[src/rtl/ps2_pkg.sv]
// Shared scan-code constants, prefix FSM state type and line-size bound
// for the PS/2 key sequencer.
package ps2_pkg;

    localparam logic [7:0] SC_BREAK     = 8'hF0;
    localparam logic [7:0] SC_EXTENDED  = 8'hE0;
    localparam logic [7:0] SC_ENTER     = 8'h5A;
    localparam logic [7:0] SC_BACKSPACE = 8'h66;

    // Set-2 make codes for letters A..Z
    localparam logic [7:0] SC_A = 8'h1C, SC_B = 8'h32, SC_C = 8'h21, SC_D = 8'h23;
    localparam logic [7:0] SC_E = 8'h24, SC_F = 8'h2B, SC_G = 8'h34, SC_H = 8'h33;
    localparam logic [7:0] SC_I = 8'h43, SC_J = 8'h3B, SC_K = 8'h42, SC_L = 8'h4B;
    localparam logic [7:0] SC_M = 8'h3A, SC_N = 8'h31, SC_O = 8'h44, SC_P = 8'h4D;
    localparam logic [7:0] SC_Q = 8'h15, SC_R = 8'h2D, SC_S = 8'h1B, SC_T = 8'h2C;
    localparam logic [7:0] SC_U = 8'h3C, SC_V = 8'h2A, SC_W = 8'h1D, SC_X = 8'h22;
    localparam logic [7:0] SC_Y = 8'h35, SC_Z = 8'h1A;

    // Line length travels on 5-bit ports, so the buffer can never exceed 31
    localparam int unsigned MAX_CHARS_LIMIT = 31;

    typedef enum logic [1:0] {
        ST_IDLE,
        ST_BRK,
        ST_EXT,
        ST_EXT_BRK
    } key_state_t;

endpackage

[src/rtl/ps2_ascii_lut.sv]
// Combinational set-2 letter make code to upper-case ASCII decode.
module ps2_ascii_lut
    import ps2_pkg::*;
(
    input  logic [7:0] code,
    output logic       is_letter,
    output logic [7:0] ascii
);

    always_comb begin
        is_letter = 1'b1;
        ascii     = '0;
        case (code)
            SC_A: ascii = "A";
            SC_B: ascii = "B";
            SC_C: ascii = "C";
            SC_D: ascii = "D";
            SC_E: ascii = "E";
            SC_F: ascii = "F";
            SC_G: ascii = "G";
            SC_H: ascii = "H";
            SC_I: ascii = "I";
            SC_J: ascii = "J";
            SC_K: ascii = "K";
            SC_L: ascii = "L";
            SC_M: ascii = "M";
            SC_N: ascii = "N";
            SC_O: ascii = "O";
            SC_P: ascii = "P";
            SC_Q: ascii = "Q";
            SC_R: ascii = "R";
            SC_S: ascii = "S";
            SC_T: ascii = "T";
            SC_U: ascii = "U";
            SC_V: ascii = "V";
            SC_W: ascii = "W";
            SC_X: ascii = "X";
            SC_Y: ascii = "Y";
            SC_Z: ascii = "Z";
            default: is_letter = 1'b0;
        endcase
    end

endmodule

[src/rtl/ps2_key_sequencer.sv]
// Turns PS/2 scan codes into a committed ASCII line with valid/ready handoff.
// Optional KEYSEQ_BACKSPACE_EN enables 0x66 as a delete-newest-char key.
module ps2_key_sequencer
    import ps2_pkg::*;
#(
    parameter int unsigned MAX_CHARS = 20,
    parameter int unsigned ERR_W     = 8
) (
    input  logic                   CLK,
    input  logic                   clr,
    input  logic                   code_valid,
    input  logic [7:0]             code,
    input  logic                   code_err,
    output logic                   line_valid,
    input  logic                   line_ready,
    output logic [8*MAX_CHARS-1:0] line_data,
    output logic [4:0]             line_len,
    output logic [4:0]             cur_len,
    output logic                   buf_full,
    output logic [7:0]             last_make,
    output logic [ERR_W-1:0]       err_count
);

    localparam logic [4:0] MAX_LEN = 5'(MAX_CHARS);

    key_state_t             state;
    logic [8*MAX_CHARS-1:0] buf_q;
    logic                   is_letter;
    logic [7:0]             ascii;
    logic [8*MAX_CHARS-1:0] ascii_word;

    ps2_ascii_lut u_lut (
        .code      (code),
        .is_letter (is_letter),
        .ascii     (ascii)
    );

    // Zero-extended char so the shift-in works for any MAX_CHARS, including 1
    always_comb begin
        ascii_word      = '0;
        ascii_word[7:0] = ascii;
    end

    assign buf_full = (cur_len == MAX_LEN);

    always_ff @(posedge CLK) begin
        if (clr) begin
            state      <= ST_IDLE;
            buf_q      <= '0;
            cur_len    <= '0;
            line_valid <= 1'b0;
            line_data  <= '0;
            line_len   <= '0;
            last_make  <= '0;
            err_count  <= '0;
        end else begin
            if (line_valid && line_ready)
                line_valid <= 1'b0;

            if (code_valid) begin
                if (code_err) begin
                    state <= ST_IDLE;
                    if (err_count != '1)
                        err_count <= err_count + 1'b1;
                end else begin
                    case (state)
                        ST_IDLE: begin
                            if (code == SC_BREAK) begin
                                state <= ST_BRK;
                            end else if (code == SC_EXTENDED) begin
                                state <= ST_EXT;
                            end else begin
                                last_make <= code;
                                if (is_letter) begin
                                    if (cur_len < MAX_LEN) begin
                                        buf_q   <= (buf_q << 8) | ascii_word;
                                        cur_len <= cur_len + 5'd1;
                                    end
                                end else if (code == SC_ENTER) begin
                                    // Overrides the handshake clear above on a same-cycle accept
                                    if (!line_valid || line_ready) begin
                                        line_data  <= buf_q;
                                        line_len   <= cur_len;
                                        line_valid <= 1'b1;
                                        buf_q      <= '0;
                                        cur_len    <= '0;
                                    end
                                end
`ifdef KEYSEQ_BACKSPACE_EN
                                else if (code == SC_BACKSPACE) begin
                                    if (cur_len != 5'd0) begin
                                        buf_q   <= buf_q >> 8;
                                        cur_len <= cur_len - 5'd1;
                                    end
                                end
`else
`endif
                            end
                        end
                        ST_BRK: state <= ST_IDLE;
                        ST_EXT: begin
                            if (code == SC_BREAK)
                                state <= ST_EXT_BRK;
                            else
                                state <= ST_IDLE;
                        end
                        ST_EXT_BRK: state <= ST_IDLE;
                        default: state <= ST_IDLE;
                    endcase
                end
            end
        end
    end

endmodule
[config.mk]
export PLATFORM = sky130hd
export DESIGN_NAME = ps2_key_sequencer
export DESIGN_NICKNAME = d
export VERILOG_FILES = /design/src/rtl/ps2_pkg.sv /design/src/rtl/ps2_ascii_lut.sv /design/src/rtl/ps2_key_sequencer.sv
export SDC_FILE = /design/constraint.sdc
export NUM_CORES = 1
export LEC_CHECK = 0
export BUFFER_PORTS_ARGS = -buffer_cell sky130_fd_sc_hd__buf_2
export CORE_MARGIN = 2
export CORE_UTILIZATION = 50
export DETAILED_ROUTE_END_ITERATION = 7
export PLACE_DENSITY = 0.74
export SYNTH_ARGS = -nofsm -noshare
export SYNTH_HDL_FRONTEND = slang
export SYNTH_SLANG_ARGS = --single-unit
[constraint.sdc]
create_clock -name CLK -period 3.4 [get_ports CLK]
set_input_delay 0.85 -clock CLK [delete_from_list [all_inputs] [get_ports CLK]]
set_output_delay 0.85 -clock CLK [all_outputs]
set_load 0.005 [all_outputs]
; Word level (Yosys, flattened, before mapping)
; Cells that the tools add are included.
[word_totals]
ff_bits = 349
mem_count = 0
input_bits = 13
latch_bits = 0
out_inout_bits = 188
mem_bits_ro = 0
ramBits = 0
[op_classes]
n_bitwise = 5
multipliers = 0
mux = 24
div = 0
order_cmp = 1
n_addsub = 2
n_eq_ne = 36
n_reduce_logical = 13
n_shift = 0
[op_table]
columns = cell, n
row1 = two-way mux 160 bit, 4
row2 = one-hot mux 7 bit (26 select lines), 1
row3 = OR 160 x 8 -> 160 bit, 1
row4 = "equality test 8 x 6 -> 1 bit, second input constant", 16
row5 = "equality test 8 x 7 -> 1 bit, second input constant", 6
row6 = "equality test 8 x 5 -> 1 bit, second input constant", 5
row7 = OR reduction 26 bit, 1
row8 = two-way mux 5 bit, 4
row9 = "equality test 8 bit, second input constant", 2
row10 = AND reduction 8 bit, 2
row11 = two-way mux 1 bit, 10
row12 = "adder 8 x 1 -> 8 bit, second input constant", 1
row13 = two-way mux 2 bit, 4
row14 = "!= test 8 bit, second input constant", 1
row15 = one-hot mux 2 bit (3 select lines), 1
row16 = "adder 5 x 1 -> 5 bit, second input constant", 1
row17 = "equality test 5 bit, second input constant", 1
row18 = "< comparator 5 bit, second input constant", 1
row19 = AND reduction 5 bit, 1
row20 = "equality test 2 bit, second input constant", 2
row21 = "!= test 4 bit, second input constant", 1
row22 = NOT 1 bit, 4
row23 = nonzero test 2 bit, 2
row24 = AND reduction 3 bit, 1
row25 = other kinds (8), 8

; Longest topological paths before layout
; Gate-level depths: netlist (run 1).
[depth]
depth_word = 10
mapped_depth = 11

; Cells and area by module
; From an unflattened synthesis (run 1), not the netlist that was laid out.
[hier_totals]
hier_cells = 1490
hier_area_um2 = 13809.5
[modules_own_cells]
columns = mod, area_each_um2, cells_per_inst, instances
row1 = ps2_key_sequencer, 13157.6, 1394, 1
row2 = ps2_ascii_lut, 651.9, 96, 1

; Least setup slack after synthesis (run 1)
; No wires, ideal clock.
[synth_path]
path_kind = in2reg
from = input code[7]
to = register buf_q[0]
arrival_time_ns = 2.636
required_time_ns = 3.280
setup_slack_ns = 0.644
setup_ns = 0.120
stages = 10
cell_sequence = buf_2 nand4bb_4 or4_1 o211ai_1 nor4_2 a211o_1 clkbuf_1 buf_6 buf_6 mux2i_1
[synth_via]
elab_chain_len = 5
[synth_rtl]
columns = element, line
row1 = from (decl), ps2_key_sequencer.sv:12  ; input logic [7:0] code,
row2 = equality test 8 x 5 -> 1 bit (tied with other cells), ps2_ascii_lut.sv:13  ; case (code)
row3 = OR reduction 26 bit (no source line) or one-hot mux 7 bit (26 select lines) (tied branches), -
row4 = two-way mux 1 bit or OR 160 x 8 -> 160 bit (tied branches), "ps2_ascii_lut.sv:13, ps2_key_sequencer.sv:76"
row5 = != test 2 x 1 -> 1 bit (no source line) (tied with other cells), -
row6 = AND reduction 8 bit (no source line) or two-way mux 160 bit (tied branches), -
row7 = to (signal assigned), ps2_key_sequencer.sv:76  ; buf_q <= (buf_q << 8) | ascii_word;
row8 = to (decl), ps2_key_sequencer.sv:27  ; logic [8*MAX_CHARS-1:0] buf_q;
; Several ways; a longest one is shown, not always the timed one. The select of a mux whose other input is x is not followed.
; A chain may end at the register's enable or synchronous reset.

; Final worst setup path (run 1)
[layout_path]
from = input code[0]
to = register buf_q[68]
[layout_via]
elab_chain_len = 5
[layout_rtl]
columns = element, line
row1 = equality test 8 x 5 -> 1 bit (tied with other cells), ps2_ascii_lut.sv:13
row2 = OR reduction 26 bit (no source line), -
row3 = two-way mux 1 bit, ps2_ascii_lut.sv:13
row4 = != test 2 x 1 -> 1 bit (no source line) or nonzero test 2 bit (tied branches), -
row5 = AND reduction 8 bit (no source line), -
; Several ways; a longest one is shown, not always the timed one.

==> impl_metrics.json, run 1 <==
{
  "globalplace.congestion": 0.839,
  "insertion_delay_ns": 0.52,
  "critPathKind": "in2reg",
  "reg2reg_from": "state[0]",
  "cts_hold_buf": 0,
  "hold-path-endpoint": "line_data[142]",
  "p_leak_nw": 5.68,
  "regArea_mm2": 0.00539,
  "pwr_density_cell_mw_per_mm2": 483,
  "core_mm2": 0.0225,
  "yosysSeqAreaShare_pct": 47.2,
  "synthAdderAreaFrac_pct": 0.329,
  "hold_viol_final": 0,
  "grt_max_degree": 101,
  "synth_xor_area_share_pct": 0.384,
  "path_clk_slew_ns": 0.06,
  "status": "finished clean",
  "r2r_slack_ns": 1.02,
  "clkPwrFrac_pct": 46.0,
  "synth_area_mm2": 0.0114,
  "rr_worst_depth": 7,
  "clock_sinks": 269,
  "critPathLaunch": "code[0]",
  "yosys_warnings": 0,
  "synth_simple_gate_area_share_pct": 24.7,
  "tightest_slew_ns": 0.782,
  "die_area_mm2": 0.0240,
  "antenna_found_initial": 0,
  "rsz0062_at_grt": "false",
  "ys_types": 59,
  "critPathCaptureType": "register",
  "nets": 1476,
  "period_minus_slack_ns": 2.73,
  "post_drt_via_cell_ratio": 5.21,
  "wl_um": 25100,
  "report.final.slew_viol_count": 0,
  "cp-start-kind": "primary input",
  "die_w_um": 155,
  "ios": 201,
  "floorplan.initialDensity_pct": 50.7,
  "synth_top_family_by_area": "simple AND/OR/NAND/NOR gates",
  "synth.mux.area_fraction_pct": 11.1,
  "drt_iter0_drc": 627,
  "drc_errors": 0,
  "ys_ff_latch": 269,
  "synth_flop_cell": "dfxtp_1",
  "drive_gt1_share_pct": 16.2,
  "h-tree-depth": 1,
  "worstHoldPathCells": 2,
  "async_flop_share_pct": 0,
  "r2r_end": "line_data[74]",
  "cp.arrival_ns": 3.17,
  "grt_pass1_vias": 8292,
  "seqPwrFrac_pct": 49.9,
  "fmax_mhz": 366,
  "combPwrFrac_pct": 4.1,
  "max-vdd-ir-drop_mv": 0.376,
  "fin_setup_tns_ns": 0,
  "postSynthAreaPerCell_um2": 8.48,
  "overflow": 0,
  "hold_class": "reg2reg",
  "post-cts-setup-buffers": 0,
  "max_cap_violations": 0,
  "rows": 55,
  "path_max_fanout": 41,
  "period_share_pct": 80.3,
  "filler_cell_count": 1983,
  "switching_share_pct": 21.3,
  "critPathRequiredTime_ns": 3.84,
  "area_growth_pct": 15.1,
  "p_switching_mw": 1.35,
  "skew_ns": 0.00888,
  "postSynthCellCount": 1345,
  "cts_inserted_buffers": 27,
  "vias": 9175,
  "min-delay-start": "line_data[142]",
  "internal_power_mw": 4.99,
  "final_core_util_pct": 58.4,
  "wl_per_cell_um": 14.2,
  "groute.usage.overall_pct": 20.0,
  "dp_hpwl_um": 16200,
  "cts.repair.resized": 0,
  "placement.io_buffers": 160,
  "synth-edff-count": 0,
  "slew_headroom_pct": 47.7,
  "synth_compound_area_share_pct": 9.03,
  "root_buffer": "clkbuf_16",
  "grt_pass1_wl_um": 40900,
  "drtAntennaViolNets": 0,
  "cts_tree": "built",
  "setup_viol": 0,
  "die_h_um": 155,
  "diodes": 0,
  "first_pass_iters": 5,
  "clk_path_buf_depth": 3,
  "multi_input_area_mm2": 0.00536
}
-- critical path, cell delays in order --
cell	delay, ns
buf_2	0.20
inv_1	0.25
or4_1	0.16
o211ai_1	0.11
nor4_2	0.54
a211o_4	0.48
buf_12	0.33
mux2i_1	0.23
-- routing by layer --
| layer | global-route usage (%) | vias to the layer above | share of wire, % |
|---|---|---|---|
| li1 | - | 4563 | - |
| met2 | 32.7 | 250 | 46 |
| met4 | 5.25 | 0 | 2.4 |
| met3 | 3.09 | 47 | 4.9 |
| met5 | 0 | - | 0 |
| met1 | 27.9 | 4315 | 47 |
-- power groups by stage --
stage / clock (mW) / combinational, mW / sequential (mW)
after floorplan: 0 / 0.226 / 3.23
after global placement: 0 / 0.257 / 3.23
after detailed placement: 0 / 0.258 / 3.23
after CTS: 2.98 / 0.259 / 3.16
after global routing: 3.11 / 0.286 / 3.16
final: 2.91 / 0.262 / 3.16
-- synthesized netlist by cell type, drive strengths merged, types with 6 or more instances --
| cell type | instances | area, um^2 |
|---|---|---|
| clkbuf | 52 | 195 |
| nor3 | 10 | 50.1 |
| buf | 89 | 617 |
| a21oi | 143 | 716 |
| nor2b | 8 | 50.1 |
| nand2 | 387 | 1450 |
| or3 | 6 | 37.5 |
| mux2i | 126 | 1260 |
| dfxtp | 269 | 5390 |
| o21ai | 9 | 48.8 |
| nor2 | 35 | 134 |
| nand3 | 9 | 45.0 |
| nand2b | 121 | 757 |
-- how the worst max path moves through the flow --
stage	to	slack, ns	depth (start not counted)
2_1_floorplan	buf_q[0]	0.64	10
3_3_place_gp	buf_q[113]	0.19	8
3_5_place_dp	buf_q[68]	0.15	8
4_1_cts	buf_q[68]	0.68	8
5_1_grt	buf_q[83]	0.53	8
6_report	buf_q[68]	0.67	8
-- cells by family after synthesis --
family,Yosys count
other,1
DFF,269
and+or+nand+nor,610
xor gates and xnor gates,5
muxes,126
AOI/OAI and AO/OA,185
adders and majority gates,3
buffers and inverters,146
-- flip-flops by register name (all words and copies together), names as in the netlist --
signal and cells:
line_data 120, last_make 8, cur_len 5, buf_q 120, line_len 5, err_count 8, line_valid 1, state 2
-- cell usage in the layout (no fill, tap or decap), drive strengths merged, types with 2 or more instances in the layout --
cell / instances
nand2: 387
dfxtp: 269
buf: 188
a21oi: 143
mux2i: 126
nand2b: 121
conb: 40
clkbuf: 40
nor2: 35
nor3: 10
nand3: 9
o21ai: 9
nor2b: 8
or3: 6
inv: 5
nor4b: 5
o32ai: 4
a22oi: 4
a31oi: 4
or2: 4
nor4: 4
nand3b: 3
o211ai: 3
and2: 3
nand4: 3
xnor2: 3
ha: 3
and4b: 2
or4: 2
nand4b: 2
a32oi: 2
nor3b: 2
o22ai: 2
xor2: 2
clkinv: 2
bufinv: 2
clkinvlp: 2
-- metrics by stage --
step | total power, mW | setup slack (ns) | area [um^2] | instances | hold slack [ns]
after global routing | 6.56 | 0.528 | 13100 | 1762 | 0.465
after CTS | 6.41 | 0.680 | 13100 | 1762 | 0.451
after detailed placement | 3.49 | 0.146 | 12300 | 1716 | 0.443
final | 6.34 | 0.669 | 13100 | 1762 | 0.448
after global placement | 3.49 | 0.191 | 12300 | 1716 | 0.438
after floorplan | 3.46 | 0.644 | 11600 | 1384 | 0.432
-- layout make-up --
class                   count  area share, %
flip-flops and latches    269           41.0
clock inverters             6          0.648
inverters                   5          0.143
multi-input cells         969           40.8
well taps                 285           2.72
repair buffers            188           8.70
clock buffers              40           5.97
(Power assumes the default switching activity.)
==> run 2: changes to the inputs <==
Settings changed: ABC_AREA from default to 1.
Clock period 3.4 ns to 2.8 ns, I/O delays scaled along.
==> run 2 against run 1 <==
  * Global-route usage rose by 1.7 points
  * Sequential share of layout area is 2.8 points higher
  * Combinational power grew 38%
  * Setup slack got worse by 0.15 ns
  * Highest routed layer unchanged
==> impl_metrics.json, run 2 <==
{
  "status": "finished clean",
  "post-cts-setup-buffers": 0,
  "multi_input_area_mm2": 0.00438,
  "report.final.slew_viol_count": 0,
  "drt_iter0_drc": 691,
  "design_area_mm2": 0.0123,
  "r2r_end": "buf_q[12]",
  "critPathCaptureType": "register",
  "yosys_warnings": 0,
  "final_core_util_pct": 60.2,
  "tightest_slew_ns": 1.00,
  "core_mm2": 0.0204,
  "fin_ws_ns": 0.520,
  "cts_inserted_buffers": 28,
  "clk_path_buf_depth": 3,
  "insertion_delay_ns": 0.53,
  "critPathRequiredTime_ns": 3.24,
  "synth_area_leaders": "dfxtp_1 (51%), nor2_1 (10%), a21oi_1 (7.1%)",
  "postSynthAreaPerCell_um2": 7.61,
  "yosys.area.top_type": "dfxtp_1",
  "period_minus_slack_ns": 2.28,
  "diodes": 0,
  "dp_hpwl_um": 15700,
  "cts_tree": "built",
  "vias": 9326,
  "top_regs": "buf_q (120), line_data (120)",
  "design_power_total_mw": 7.92,
  "drtAntennaViolNets": 0,
  "path_clk_slew_ns": 0.06,
  "hold_class": "reg2reg",
  "ys_ff_latch": 269,
  "root_buffer": "clkbuf_16",
  "final_cell_mix": "nor2_1 (279), dfxtp_1 (269), nand2_1 (194), buf_2 (159), a21oi_1 (148)",
  "drc_errors": 0,
  "nets": 1507,
  "clock_sinks": 269,
  "cp-start-kind": "register",
  "crit_cells": 6,
  "fin_setup_tns_ns": 0,
  "antenna_found_initial": 0,
  "filler_cell_count": 1937,
  "area_growth_pct": 17.4,
  "critical_path.max_stage_delay_ns": 0.80,
  "ios": 201,
  "wl_per_cell_um": 14.0,
  "synth_area_mm2": 0.0105,
  "cts_hold_buf": 0,
  "post_drt_via_cell_ratio": 5.23,
  "path_max_fanout": 40,
  "skew_ns": 0.00811,
  "die_h_um": 149,
  "synthTopCellsByCount": "nor2_1 (280), dfxtp_1 (269), nand2_1 (194)",
  "fmax_mhz": 439,
  "regArea_mm2": 0.00539,
  "rr_worst_depth": 6,
  "synth_top_cell_area_share_pct": 51.4,
  "place_area_mm2": 0.0113,
  "globalplace.congestion": 0.885,
  "postSynthCellCount": 1376,
  "critPathKind": "reg2reg",
  "slowest_stage": "nor2_4",
  "die_w_um": 149,
  "async_flop_share_pct": 0,
  "floorplan.initialDensity_pct": 51.3,
  "reg2reg_from": "state[0]",
  "wl_um": 25000,
  "cts.repair.resized": 0,
  "grt_pass1_wl_um": 40700,
  "max-vdd-ir-drop_mv": 0.566,
  "hold_viol_final": 0,
  "cp_top_family": "simple AND/OR/NAND/NOR gates",
  "die_area_mm2": 0.0221,
  "first_pass_iters": 5,
  "yosysSeqAreaShare_pct": 51.4,
  "r2r_slack_ns": 0.52,
  "grt_max_degree": 127,
  "period_share_pct": 81.4,
  "placement.io_buffers": 160,
  "yosys.cell_count.top_type": "nor2_1",
  "critPathLaunch": "state[0]",
  "ys_types": 35,
  "pre_cts_ws_ns": 0.0142,
  "path_buf_inv": 1,
  "pwr_density_cell_mw_per_mm2": 644,
  "synth_flop_cell": "dfxtp_1",
  "h-tree-depth": 1,
  "setup_viol": 0,
  "rsz0062_at_grt": "false",
  "rows": 52,
  "crit_end": "buf_q[12]",
  "final_common_cell": "nor2_1",
  "drive_gt1_share_pct": 16.6,
  "grt_pass1_vias": 8252,
  "groute.usage.overall_pct": 21.7,
  "cp.arrival_ns": 2.72,
  "max_cap_violations": 0,
  "overflow": 0,
  "worstPathCellList": "nor2_1, nand4_1, nor2_4, buf_12, nand3_1, a21oi_1",
  "p_leak_nw": 5.04,
  "slew_headroom_pct": 32.9,
  "synth-edff-count": 0
}
run 2: changes by cell type in the layout (fill, tap and decap cells not counted), moves of 21 or more:
cell,delta
nand2b_1,-121
nand2_1,-193
inv_1,+21
mux2i_1,-126
nand3_1,+125
o21ai_0,+95
o21ai_1,+40
nor2_1,+246
run 2: worst min path at each step:
stage | from | endpoint | slack, ns | cells after the start
floorplan | state[1] | state[1] | 0.43 | 2
global placement | state[1] | state[1] | 0.44 | 2
detailed placement | state[1] | state[1] | 0.44 | 2
CTS | code[5] | last_make[5] | 0.43 | 3
global route | state[1] | state[1] | 0.47 | 2
finish | state[1] | state[1] | 0.45 | 2
run 2: routing by layer:
layer | GRT usage (%) | share of wire (%)
met5 | 0 | 0
met4 | 4.95 | 1.6
met3 | 3.00 | 5.1
met2 | 36.1 | 48
met1 | 30.3 | 45
run 2: layout make-up:
type                       instances  share of cell area (%)
inverter                          34                    1.08
sequential                       269                    43.8
multi-input combinational        976                    35.7
clock buffer                      46                    7.40
timing repair buffer             182                    9.00
clock inverter                     6                   0.326
tap                              270                    2.75
run 2: worst min-delay path: cells and delay by family (launching register included):
kind	cells	cell delay (ns)
AO/OA/AOI/OAI	1	0.05
buffers and inverters	1	0.05
flip-flops	1	0.31
run 2: cells by family (layout without fill, tap and decap cells):
group	after synthesis	after routing	share of synthesized area, %
AND/OR/NAND/NOR	634	634	25.3
AO/OA/AOI/OAI	297	297	14.3
flip-flops	269	269	51.4
buffers and inverters	170	268	8.35
adder cells (fa/ha/maj)	3	3	0.358
XOR/XNOR	2	2	0.167
other	1	40	0.0358
run 2: report_power, final:
part / switching [mW] / total [mW] / internal (mW)
Combinational: 0.268 / 0.362 / 0.0947
Sequential: 0.00976 / 3.85 / 3.84
Clock: 1.49 / 3.70 / 2.21
Total: 1.77 / 7.92 / 6.15
run 2: per-stage QoR:
stage               instances  hold WS [ns]
floorplan                1415         0.425
global route             1783         0.470
finish                   1783         0.450
global placement         1731         0.441
CTS                      1783         0.432
detailed placement       1731         0.443
==> run 3: changes to the inputs <==
Settings changed: PLACE_DENSITY 0.74 to 0.77.
Clock period 2.8 ns to 2 ns, I/O delays scaled along.
==> run 3 against run 2 <==
  * Clock-buffer cell count decreased by 14
  * Routed wire length increased by 3.0%
  * Non-clock buffer count is 59 higher
  * Design area increased by 4.5%
  * Setup slack worse by 0.42 ns
  * Sequential cell count did not move
  * Sequential share of layout area decreased by 1.9 points
  * Global-route usage grew 0.84 points
  * First-iteration DRC count decreased by 11%
  * Cell count is 3.1% higher
==> impl_metrics.json, run 3 (synthesized netlist as in run 2, its figures left out) <==
{
  "drive_gt1_share_pct": 20.6,
  "h-tree-depth": 1,
  "cts_inserted_buffers": 27,
  "p_leak_nw": 5.34,
  "grt_pass1_vias": 8704,
  "area_growth_pct": 22.7,
  "design_area_mm2": 0.0129,
  "clk_path_buf_depth": 3,
  "grt_pass1_wl_um": 42100,
  "root_buffer": "clkbuf_16",
  "die_area_mm2": 0.0221,
  "period_share_pct": 95.2,
  "floorplan.initialDensity_pct": 51.3,
  "top_regs": "buf_q (120), line_data (120)",
  "placement.io_buffers": 160,
  "cts_hold_buf": 0,
  "final_common_cell": "nor2_1",
  "ios": 201,
  "dp_cells": 1786,
  "globalplace.congestion": 0.838,
  "path_clk_slew_ns": 0.07,
  "grt_max_degree": 127,
  "diodes": 0,
  "place_area_mm2": 0.0119,
  "drtAntennaViolNets": 0,
  "cts_tree": "built",
  "fmax_mhz": 525,
  "die_w_um": 149,
  "antenna_found_initial": 0,
  "clock_sinks": 269,
  "overflow": 0,
  "final_cell_mix": "nor2_1 (277), dfxtp_1 (267), nand2_1 (189), buf_2 (159), a21oi_1 (148)",
  "post_drt_via_cell_ratio": 5.13,
  "pre_cts_ws_ns": -0.435,
  "period_minus_slack_ns": 1.90,
  "critPathRequiredTime_ns": 1.50,
  "dp_hpwl_um": 16700,
  "fin_setup_tns_ns": 0,
  "max_cap_violations": 0,
  "critPathKind": "reg2out",
  "insertion_delay_ns": 0.52,
  "fin_ws_ns": 0.0965,
  "first_pass_iters": 5,
  "max-vdd-ir-drop_mv": 0.592,
  "cp-start-kind": "register",
  "groute.usage.overall_pct": 22.6,
  "wl_um": 25700,
  "wl_per_cell_um": 14.0,
  "hold_viol_final": 0,
  "drt_iter0_drc": 612,
  "final_cell_count_no_fill": 1839,
  "die_h_um": 149,
  "status": "finished clean",
  "nets": 1565,
  "path_max_fanout": 6,
  "skew_ns": 0.0117,
  "core_mm2": 0.0204,
  "critPathCaptureType": "primary output",
  "pwr_density_cell_mw_per_mm2": 875,
  "tightest_slew_ns": 0.569,
  "cp.arrival_ns": 1.40,
  "slew_headroom_pct": 62.0,
  "rows": 52,
  "setup_viol": 0,
  "drc_errors": 0,
  "report.final.slew_viol_count": 0,
  "vias": 9443,
  "design_power_total_mw": 11.2,
  "hold_class": "in2reg"
}
run 3: final timing paths:
path | startpoint | to | slack (ns) | cells after the start
worst max-delay path | cur_len[1] | buf_full | 0.1 | 5
worst min-delay path | line_ready | line_valid | 0.26 | 4
worst max register to register | state[0] | buf_q[46] | 0.23 | 8
worst min register to register | state[1] | state[1] | 0.46 | 2
run 3: what timing repair did:
action,in CTS,in global routing
gates resized for setup,2,5
endpoints found under the setup margin,1,40
pin swaps,0,2
hold endpoints to repair,0,0
buffers inserted,0,4
cloned,0,0
run 3: final cells by class:
cell class                      instances  area (um^2)
Fill cell                            1822         7580
Sequential cell                       269         5390
Multi-Input combinational cell        976         4410
Timing Repair Buffer                  241         1630
Clock buffer                           32          734
Tap cell                              270          338
Clock inverter                         17          204
Inverter                               34          145
run 3: layer usage:
layer	track usage (%)	wire, um	up-vias
li1	-	-	4787
met1	30.9	11600	4345
met2	38.1	12300	272
met3	3.06	1300	39
met4	5.33	522	0
met5	0	0	-
run 3: stage by stage:
stage | utilization (%) | hold slack, ns
floorplan | - | 0.425
global placement | 58.0 | 0.438
detailed placement | 58.0 | 0.443
CTS | 62.6 | 0.251
global route | 62.9 | 0.283
finish | 62.9 | 0.260
run 3: worst max-delay path, cell delays in order, from the launching register on:
cell and delay [ns]:
dfxtp_2 0.40, inv_1 0.06, ha_1 0.17, nand3_1 0.08
nor2_1 0.04, buf_2 0.13
run 3: report_power, final:
| part | switching [mW] | total (mW) | internal (mW) |
|---|---|---|---|
| logic | 0.399 | 0.604 | 0.205 |
| registers | 0.0139 | 5.39 | 5.38 |
| clock network | 2.11 | 5.25 | 3.14 |
